<file path="src/rtl/addr_seq_pkg.sv">
// Shared types for the RAM address sequencer: command codes, FSM states and
// the bundle of registered strobes/flags carried by the output stage.
package addr_seq_pkg;

  localparam int CMD_W = 3;

  typedef enum logic [CMD_W-1:0] {
    CMD_HOLD  = 3'd0,
    CMD_LOAD  = 3'd1,
    CMD_INC   = 3'd2,
    CMD_DEC   = 3'd3,
    CMD_BURST = 3'd4
  } cmd_e;

  typedef enum logic [1:0] {
    ST_IDLE  = 2'd0,
    ST_BURST = 2'd1,
    ST_DONE  = 2'd2
  } state_e;

  typedef struct packed {
    logic rd;
    logic wr;
    logic busy;
    logic done;
    logic wrap;
    logic err;
    logic conflict;
  } flags_t;

endpackage

</file>
<file path="src/rtl/addr_seq_reg.sv">
// Output register stage: holds the RAM address together with its aligned
// strobes and one-cycle flag pulses; cleared asynchronously on reset.
module addr_seq_reg
  import addr_seq_pkg::*;
#(
  parameter int SIZE_ADDR = 8
) (
  input  logic                 i_clk,
  input  logic                 i_rst_n,
  input  logic [SIZE_ADDR-1:0] i_addr_d,
  input  flags_t               i_flags_d,
  output logic [SIZE_ADDR-1:0] o_addr_q,
  output flags_t               o_flags_q
);

  always_ff @(posedge i_clk or negedge i_rst_n) begin
    if (!i_rst_n) begin
      o_addr_q  <= '0;
      o_flags_q <= '0;
    end else begin
      o_addr_q  <= i_addr_d;
      o_flags_q <= i_flags_d;
    end
  end

endmodule

</file>
<file path="src/rtl/addr_seq_gen.sv">
// RAM address sequencer: source select, inc/dec with wrap, and an autonomous
// read sweep with stall/abort. Next-state logic here, outputs in addr_seq_reg.
module addr_seq_gen
  import addr_seq_pkg::*;
#(
  parameter int SIZE_ADDR = 8,
  parameter int DEPTH     = 256,
  parameter int NUM_SRC   = 4
) (
  input  logic                           i_clk,
  input  logic                           i_rst_n,
  input  logic                           i_cmd_valid,
  input  logic [CMD_W-1:0]               i_cmd,
  input  logic [$clog2(NUM_SRC)-1:0]     i_sel_src,
  input  logic [NUM_SRC*SIZE_ADDR-1:0]   i_src_addr,
  input  logic [SIZE_ADDR-1:0]           i_burst_last,
  input  logic                           i_rd_en,
  input  logic                           i_wr_en,
  input  logic                           i_stall,
  input  logic                           i_abort,
  output logic [SIZE_ADDR-1:0]           o_addr_ram,
  output logic                           o_rd_en,
  output logic                           o_wr_en,
  output logic                           o_busy,
  output logic                           o_done,
  output logic                           o_wrap,
  output logic                           o_err,
  output logic                           o_conflict
);

  localparam int SEL_W = $clog2(NUM_SRC);
  localparam logic [SIZE_ADDR-1:0] LAST_ADDR = SIZE_ADDR'(DEPTH - 1);

  if (DEPTH < 2 || DEPTH > (1 << SIZE_ADDR)) begin : g_bad_depth
    $error("addr_seq_gen: DEPTH must lie in [2, 2**SIZE_ADDR]");
  end
  if (NUM_SRC < 2) begin : g_bad_src
    $error("addr_seq_gen: NUM_SRC must be at least 2");
  end

  state_e               state_q, state_d;
  logic [SIZE_ADDR-1:0] ptr_q, ptr_d;
  logic [SIZE_ADDR-1:0] last_q, last_d;
  logic [SIZE_ADDR-1:0] addr_q, addr_d;
  logic [SIZE_ADDR-1:0] src_val;
  logic                 src_ok;
  flags_t               flags_d, flags_q;

  // Non-power-of-two NUM_SRC leaves selector codes with no source behind them.
  always_comb begin
    src_val = '0;
    src_ok  = 1'b0;
    for (int k = 0; k < NUM_SRC; k++) begin
      if (i_sel_src == SEL_W'(k)) begin
        src_val = i_src_addr[k*SIZE_ADDR +: SIZE_ADDR];
        src_ok  = 1'b1;
      end
    end
  end

  always_comb begin
    state_d = state_q;
    ptr_d   = ptr_q;
    last_d  = last_q;
    addr_d  = addr_q;
    flags_d = '0;

    case (state_q)
      ST_IDLE: begin
        flags_d.wr       = i_wr_en;
        flags_d.rd       = i_rd_en & ~i_wr_en;
        flags_d.conflict = i_rd_en & i_wr_en;
        if (i_cmd_valid) begin
          case (cmd_e'(i_cmd))
            CMD_HOLD: ;
            CMD_LOAD: begin
              if (src_ok && (src_val <= LAST_ADDR)) addr_d = src_val;
              else                                  flags_d.err = 1'b1;
            end
            CMD_INC: begin
              if (addr_q == LAST_ADDR) begin
                addr_d       = '0;
                flags_d.wrap = 1'b1;
              end else begin
                addr_d = addr_q + 1'b1;
              end
            end
            CMD_DEC: begin
              if (addr_q == '0) begin
                addr_d       = LAST_ADDR;
                flags_d.wrap = 1'b1;
              end else begin
                addr_d = addr_q - 1'b1;
              end
            end
            CMD_BURST: begin
              if ((i_burst_last <= LAST_ADDR) && (i_burst_last >= addr_q)) begin
                state_d = ST_BURST;
                ptr_d   = addr_q;
                last_d  = i_burst_last;
              end else begin
                flags_d.err = 1'b1;
              end
            end
            default: flags_d.err = 1'b1;
          endcase
        end
      end

      // ptr_q is the next address to issue; the first issue repeats the start.
      ST_BURST: begin
        flags_d.busy = ~i_abort;
        if (i_abort) begin
          state_d = ST_IDLE;
        end else if (!i_stall) begin
          addr_d     = ptr_q;
          flags_d.rd = 1'b1;
          ptr_d      = ptr_q + 1'b1;
          if (ptr_q == last_q) state_d = ST_DONE;
        end
      end

      ST_DONE: begin
        flags_d.done = 1'b1;
        state_d      = ST_IDLE;
      end

      default: state_d = ST_IDLE;
    endcase
  end

  always_ff @(posedge i_clk or negedge i_rst_n) begin
    if (!i_rst_n) state_q <= ST_IDLE;
    else          state_q <= state_d;
  end

  always_ff @(posedge i_clk) begin
    ptr_q  <= ptr_d;
    last_q <= last_d;
  end

  addr_seq_reg #(
    .SIZE_ADDR (SIZE_ADDR)
  ) u_reg (
    .i_clk     (i_clk),
    .i_rst_n   (i_rst_n),
    .i_addr_d  (addr_d),
    .i_flags_d (flags_d),
    .o_addr_q  (addr_q),
    .o_flags_q (flags_q)
  );

  assign o_addr_ram = addr_q;
  assign o_rd_en    = flags_q.rd;
  assign o_wr_en    = flags_q.wr;
  assign o_busy     = flags_q.busy;
  assign o_done     = flags_q.done;
  assign o_wrap     = flags_q.wrap;
  assign o_err      = flags_q.err;
  assign o_conflict = flags_q.conflict;

endmodule

</file>
<file path="config.mk">
export PLATFORM = sky130hd
export DESIGN_NAME = addr_seq_gen
export DESIGN_NICKNAME = d
export VERILOG_FILES = /design/src/rtl/addr_seq_pkg.sv /design/src/rtl/addr_seq_reg.sv /design/src/rtl/addr_seq_gen.sv
export SDC_FILE = /design/constraint.sdc
export NUM_CORES = 1
export LEC_CHECK = 0
export BUFFER_PORTS_ARGS = -buffer_cell sky130_fd_sc_hd__buf_2
export CORE_UTILIZATION = 45
export CTS_CLUSTER_SIZE = 40
export DETAILED_ROUTE_END_ITERATION = 12
export GPL_TIMING_DRIVEN = 0
export PLACE_DENSITY = 0.7
export SLEW_MARGIN = 25
export SYNTH_ARGS = -nofsm -noshare
export SYNTH_HDL_FRONTEND = slang
export SYNTH_HIERARCHICAL = 1
export SYNTH_SLANG_ARGS = --single-unit
</file>
<file path="constraint.sdc">
create_clock -name i_clk -period 7.12 [get_ports i_clk]
set_input_delay 1.068 -clock i_clk [delete_from_list [all_inputs] [get_ports i_clk]]
set_output_delay 1.068 -clock i_clk [all_outputs]
set_load 0.03 [all_outputs]
</file>
# After elaboration in Yosys (flattened, before gate mapping)
# Index checks and enable logic that the tools add are counted.
totals:
  ff_bits: 33
  latchBits: 0
  ram_bits: 0
  romBits: 0
  inputBits: 52
  output_inout_bits: 15
  elab_cells: 96
  memories: 0
op_classes:
  add_sub_neg: 3
  multipliers: 0
  n_div: 0
  order_cmp: 3
  eq_ne: 20
  n_shift: 0
  n_mux: 43
  bitwise_logic: 4
  reduce_logical: 12
op_table:
  columns: ["operator", "count"]
  rows:
  - ["$mux W8", 15]
  - ["$pmux W8 S2", 2]
  - ["$pmux W8 S3", 1]
  - ["$add A8 B1 Y8 const B", 2]
  - ["$le A8 B8 Y1 const B", 2]
  - ["$mux W2", 7]
  - ["$mux W1", 13]
  - ["$reduce_and A6 Y1", 2]
  - ["$ne A3 B3 Y1 const B", 3]
  - ["$eq A8 B8 Y1", 1]
  - ["$eq A8 B8 Y1 const B", 1]
  - ["$ge A8 B8 Y1", 1]
  - ["$logic_not A8 Y1", 1]
  - ["$ne A2 B2 Y1 const B", 4]
  - ["$sub A8 B1 Y8 const B", 1]
  - ["$eq A2 B2 Y1 const B", 3]
  - ["$eq A3 B2 Y1 const B", 2]
  - ["$reduce_and A5 Y1", 1]
  - ["$eq A2 B1 Y1 const B", 2]
  - ["$logic_not A2 Y1", 2]
  - ["$ne A4 B1 Y1 const B", 1]
  - ["$pmux W1 S2", 2]
  - ["$pmux W2 S2", 1]
  - ["$reduce_and A4 Y1", 1]
  - ["11 further kinds", 14]

# Depth between registers and ports, before layout
logic_depth:
  ltp_word: 11
  mapped_depth: 8

# Cells and area by module
# The synthesis kept the hierarchy.
modules_own_cells:
  columns: ["module", "instances", "cells_per_inst", "area_each_um2"]
  rows:
  - ["addr_seq_gen", 1, 230, 2038.2]
  - ["addr_seq_reg", 1, 15, 375.4]

# Least setup slack after synthesis
# No wires, ideal clock.
synth_timing:
  path_type: "input port to flip-flop"
  start: "input port i_burst_last[6]"
  end: "register ptr_q[0], enable pin"
  setup_time_ps: 384
  arrival_ps: 2693
  t_required_ps: 6736
  slack_ps: 4043
  stages: 5
  n_path_buf: 0
  cell_sequence: "ha_1 -> nand4_1 -> or2_2 -> o32a_1 -> o21ai_0"
synth_via:
  elab_chain_cells: 4
  elab_cells_between_ends: 5
  cone_classes: "2 x order compare; 1 x eq/ne; 2 x reduce/logical"
synth_rtl:
  columns: ["item", "line_no", "rtl"]
  rows:
  - ["start, declared", "addr_seq_gen.sv:16", "input logic [SIZE_ADDR-1:0] i_burst_last,"]
  - ["$le A8 B8 Y1 / $ge A8 B8 Y1 (equally long branches)", "addr_seq_gen.sv:97", "if ((i_burst_last <= LAST_ADDR) && (i_burst_last >= addr_q)) begin"]
  - ["$logic_and A1 B1 Y1 (*)", "addr_seq_gen.sv:97", null]
  - ["$ne A2 B2 Y1 (no line) (*)", null, null]
  - ["$reduce_and A6 Y1 (no line) (*)", null, null]
  - ["end signal, assigned", "addr_seq_gen.sv:138", "ptr_q <= ptr_d;"]
  - ["end, declared", "addr_seq_gen.sv:42", "logic [SIZE_ADDR-1:0] ptr_q, ptr_d;"]
# Every way passes the cells marked *; elsewhere a longest branch is shown, timed or not.
# A chain may end at the register's enable or synchronous reset.

# Final worst setup path
layout_timing:
  start: "register u_reg.o_addr_q[5]"
  end: "register ptr_q[4], enable pin"
layout_via:
  elab_chain_cells: 4
layout_rtl:
  columns: ["item", "line_no", "rtl"]
  rows:
  - ["start, declared", "addr_seq_reg.sv:12", "output logic [SIZE_ADDR-1:0] o_addr_q,"]
  - ["start signal, assigned", "addr_seq_reg.sv:21", "o_addr_q <= i_addr_d;"]
  - ["$ge A8 B8 Y1", "addr_seq_gen.sv:97", null]
  - ["$logic_and A1 B1 Y1", "addr_seq_gen.sv:97", null]
  - ["$ne A2 B2 Y1 (no line)", null, null]
  - ["$reduce_and A6 Y1 (no line)", null, null]
# No other way between the ends.

==> results.py <==
metrics = {
    "global_routing": {
        "grt_pass1_wl_mm": 9.55,
        "grt_usage": 0.233,
        "grt_start_max_net_pins": 18,
        "first_global_vias": 1976,
        "initial_antenna_violation_count": 0,
        "global_route.overflow_total": 0,
    },
    "power": {
        "cell_internal_pwr_uw": 466,
        "switching_part_of_the_total": 0.386,
        "clockPowerShare": 0.243,
        "share_comb_of_total_power": 0.415,
        "switching_power_uw": 293,
        "cellLeakagePower_uw": 0.00125,
        "power.share.sequential": 0.343,
        "vdd_ir_drop_max_mv": 0.150,
        "p_per_area_nw_per_um2": 258,
    },
    "floorplanning": {
        "io_pins": 67,
        "dieWidth_um": 75.2,
        "die_h_um": 75.2,
        "initial_core_util": 0.470,
        "floorplan.core_area_um2": 5140,
        "dieArea_um2": 5660,
        "placementRows": 26,
    },
    "synth": {
        "post_synth_instance_area_um2": 2410,
        "postSynthRegisterBits": 33,
        "register_area_share_after_synthesis": 0.375,
        "syn_inst": 245,
        "synth.net_count": 309,
        "synth-warning-count": 6,
        "postSynth.topFlopCell": "sky130_fd_sc_hd__dfrtp_1",
        "synth_cell_types": 53,
        "async_s_r_ff_share_synth": 0.515,
        "synth_edf_count": 16,
        "synthesis.area_per_instance_um2": 9.85,
    },
    "final_layout": {
        "layout.nets": 380,
        "utilization": 0.572,
        "nFillCells": 486,
        "post-route-cell-area_um2": 2940,
        "syn2layout_area_growth_pct": 21.7,
        "post_route_cells_drive_above_1_share": 0.290,
        "antenna_cells_inserted": 0,
    },
    "clock_network": {
        "numClockSinks": 33,
        "ctsRootBufferMaster": "sky130_fd_sc_hd__clkbuf_8",
        "max-clock-path-buffers": 2,
        "cts.hold.buffers_added": 0,
        "path_clk_slew_ns": 0.07,
        "clkLatencyLatePin_ns": 0.29,
        "tritoncts.num_buffers": 5,
        "post_cts_buffers": 0,
        "cts.htree.levels": 2,
        "cts-resized-gates": 0,
        "tritoncts": "built",
    },
    "sta": {
        "fin_worst_skew_ns": 0.00366,
        "drv_slew": 0,
        "achievable-frequency_ghz": 0.338,
        "worst_slack_ns": 4.16,
        "timing.final.crit_share": 0.415,
        "unrepaired_setup_endpoints_after_global_routing": "false",
        "actual_transition_at_the_worst_max_transition_pin_ns": 0.740,
        "min_period_ns": 2.96,
        "timing.final.setup_violations": 0,
        "timing.setup.tns_ns": 0,
        "finalHoldViolCount": 0,
        "max_slew_margin": 0.503,
    },
    "critical_path": {
        "cp.required_ns": 7.04,
        "startpoint_type": "flop",
        "slowest_delay_ns": 0.62,
        "path_cells": "clkbuf_1, inv_1, ha_1, nand4_1, or2_2, o32a_1, o21ai_1",
        "ff2ff_setup_slack_ns": 4.16,
        "cp_arrival_ns": 2.88,
        "cp_max_fo": 9,
        "critical_path.slowest_cell": "sky130_fd_sc_hd__o21ai_1",
        "critPathKind": "reg2reg",
        "crit_path_end_kind": "flop",
    },
    "drt": {
        "drt-pass1-iter-count": 4,
        "detail_route.wirelength_mm": 6.24,
        "drt_iter0_markers": 137,
        "route.vias.total": 2221,
        "ant_nets": 0,
        "drt-vias-per-instance": 5.74,
        "drt_drc_violations_left": 0,
        "avgRoutedWirePerCell_um": 16.1,
    },
    "placement": {
        "placed_cell_area_um2": 2820,
        "post-dp-hpwl_mm": 4.79,
        "preCtsSetupSlack_ns": 3.89,
        "placement.io_buffers": 64,
        "gp_congestion": 0.888,
    },
    "run": {
        "max_cap_violations": 0,
    },
    "min_path": {
        "timing.hold.worst.class": "in2async",
    },
    "run_status": {
        "status": "finished clean",
    },
}
-- power by group through the flow --
stage | Combinational, uW | Sequential (uW) | Clock (uW)
after floorplan | 184 | 291 | 0
after global placement | 306 | 262 | 0
after detailed placement | 310 | 262 | 0
after CTS | 312 | 259 | 184
after global routing | 345 | 262 | 191
final | 315 | 260 | 184
-- cells in the final DEF (no fill, tap or decap), types with 4 or more instances in the layout --
cell                        n
sky130_fd_sc_hd__ha_1      12
sky130_fd_sc_hd__clkbuf_8   6
sky130_fd_sc_hd__a211oi_1   4
sky130_fd_sc_hd__a22oi_1    6
sky130_fd_sc_hd__clkbuf_1  12
sky130_fd_sc_hd__nand3_1   10
sky130_fd_sc_hd__dfrtp_1   17
sky130_fd_sc_hd__a21o_1     5
sky130_fd_sc_hd__nor3_1     5
sky130_fd_sc_hd__nand2_1   16
sky130_fd_sc_hd__and3_1     5
sky130_fd_sc_hd__nor2_1    10
sky130_fd_sc_hd__buf_2     65
sky130_fd_sc_hd__a21oi_1    8
sky130_fd_sc_hd__inv_1     11
sky130_fd_sc_hd__edfxtp_1  16
sky130_fd_sc_hd__nor2b_1    4
sky130_fd_sc_hd__mux4_2     8
sky130_fd_sc_hd__xnor2_1   12
sky130_fd_sc_hd__xor2_1     6
sky130_fd_sc_hd__o21ai_0   22
sky130_fd_sc_hd__nand2b_1   4
-- cell type report --
type,instances,area (um2),share of cell area
Multi-Input combinational cell,187,1400,0.476
Clock inverter,1,30.0,0.0102
Inverter,11,41.3,0.0141
Buffer,14,68.8,0.0234
Sequential cell,33,906,0.308
Tap cell,70,87.6,0.0298
Clock buffer,7,86.3,0.0294
Timing Repair Buffer,64,320,0.109
-- worst max-delay path, delay by kind of cell (launching register included) --
family / cells / cell delay [ns]
AO/OA/AOI/OAI: 2 / 1.04
adder cells (fa/ha/maj): 1 / 0.33
buffers and inverters: 2 / 0.53
flip-flops: 1 / 0.34
AND/OR/NAND/NOR: 2 / 0.36
-- final timing paths --
path                                              from                      endpoint  cells after the start
max                        u_reg/o_addr_q[5]$_DFF_PN0_            ptr_q[4]$_DFFE_PP_                      7
min                                            i_rst_n  u_reg/o_flags_q[4]$_DFF_PN0_                      1
max reg2reg                u_reg/o_addr_q[5]$_DFF_PN0_            ptr_q[4]$_DFFE_PP_                      7
min reg2reg                        last_q[7]$_DFFE_PP_        state_q[1]$_DFFE_PN0P_                      4
max in group asynchronous                      i_rst_n  u_reg/o_flags_q[0]$_DFF_PN0_                      1
min in group i_clk                 last_q[7]$_DFFE_PP_        state_q[1]$_DFFE_PN0P_                      4
-- Yosys cell counts, drive strengths merged (2+ instances only) --
cell type / n / area, um2
o211ai: 2 / 20.0
a221oi: 2 / 17.5
a211oi: 4 / 30.0
nand4: 3 / 18.8
nand2: 16 / 60.1
a22oi: 6 / 45.0
xnor2: 12 / 105
a21oi: 8 / 40.0
nand2b: 4 / 25.0
ha: 12 / 150
buf: 3 / 27.5
and2: 3 / 18.8
a22o: 3 / 26.3
clkbuf: 11 / 41.3
nor2: 10 / 37.5
or3: 4 / 30.0
nand3: 11 / 60.1
o21bai: 2 / 15.0
or2: 3 / 18.8
nor2b: 4 / 25.0
and3: 5 / 31.3
or3b: 2 / 17.5
a21o: 5 / 37.5
xor2: 6 / 52.6
o21ai: 25 / 125
mux4: 8 / 180
a31oi: 3 / 18.8
dfrtp: 17 / 425
nor3: 5 / 25.0
inv: 11 / 41.3
nor3b: 3 / 22.5
edfxtp: 16 / 480
o31ai: 2 / 15.0
-- routing by layer --
layer	part of all wire	track usage
met1	0.44	0.310
met2	0.48	0.376
met3	0.063	0.0442
met4	0.016	0.0926
met5	0	0
-- sequential cells by signal (all words and copies together), names as in the netlist --
signal and cells:
last_q 8, u_reg/o_flags_q 7, ptr_q 8, u_reg/o_addr_q 8, state_q 2
-- cell families (layout without fill, tap and decap cells) --
group | after synthesis | count (layout) | synth area share
AO/OA/AOI/OAI | 71 | 71 | 0.195
AND/OR/NAND/NOR | 77 | 77 | 0.177
adder cells (fa/ha/maj) | 12 | 12 | 0.0622
flip-flops | 33 | 33 | 0.375
buffers and inverters | 25 | 97 | 0.0456
XOR/XNOR | 18 | 18 | 0.0653
multiplexers | 9 | 9 | 0.0793
-- through the flow --
stage | hold slack, ns | total power [uW] | instances
detailed placement | 0.686 | 572 | 379
global placement | 0.672 | 568 | 379
global route | 0.720 | 798 | 387
floorplan | 0.581 | 475 | 245
finish | 0.686 | 758 | 387
CTS | 0.696 | 755 | 387
Power figures use the tool's default switching activity.
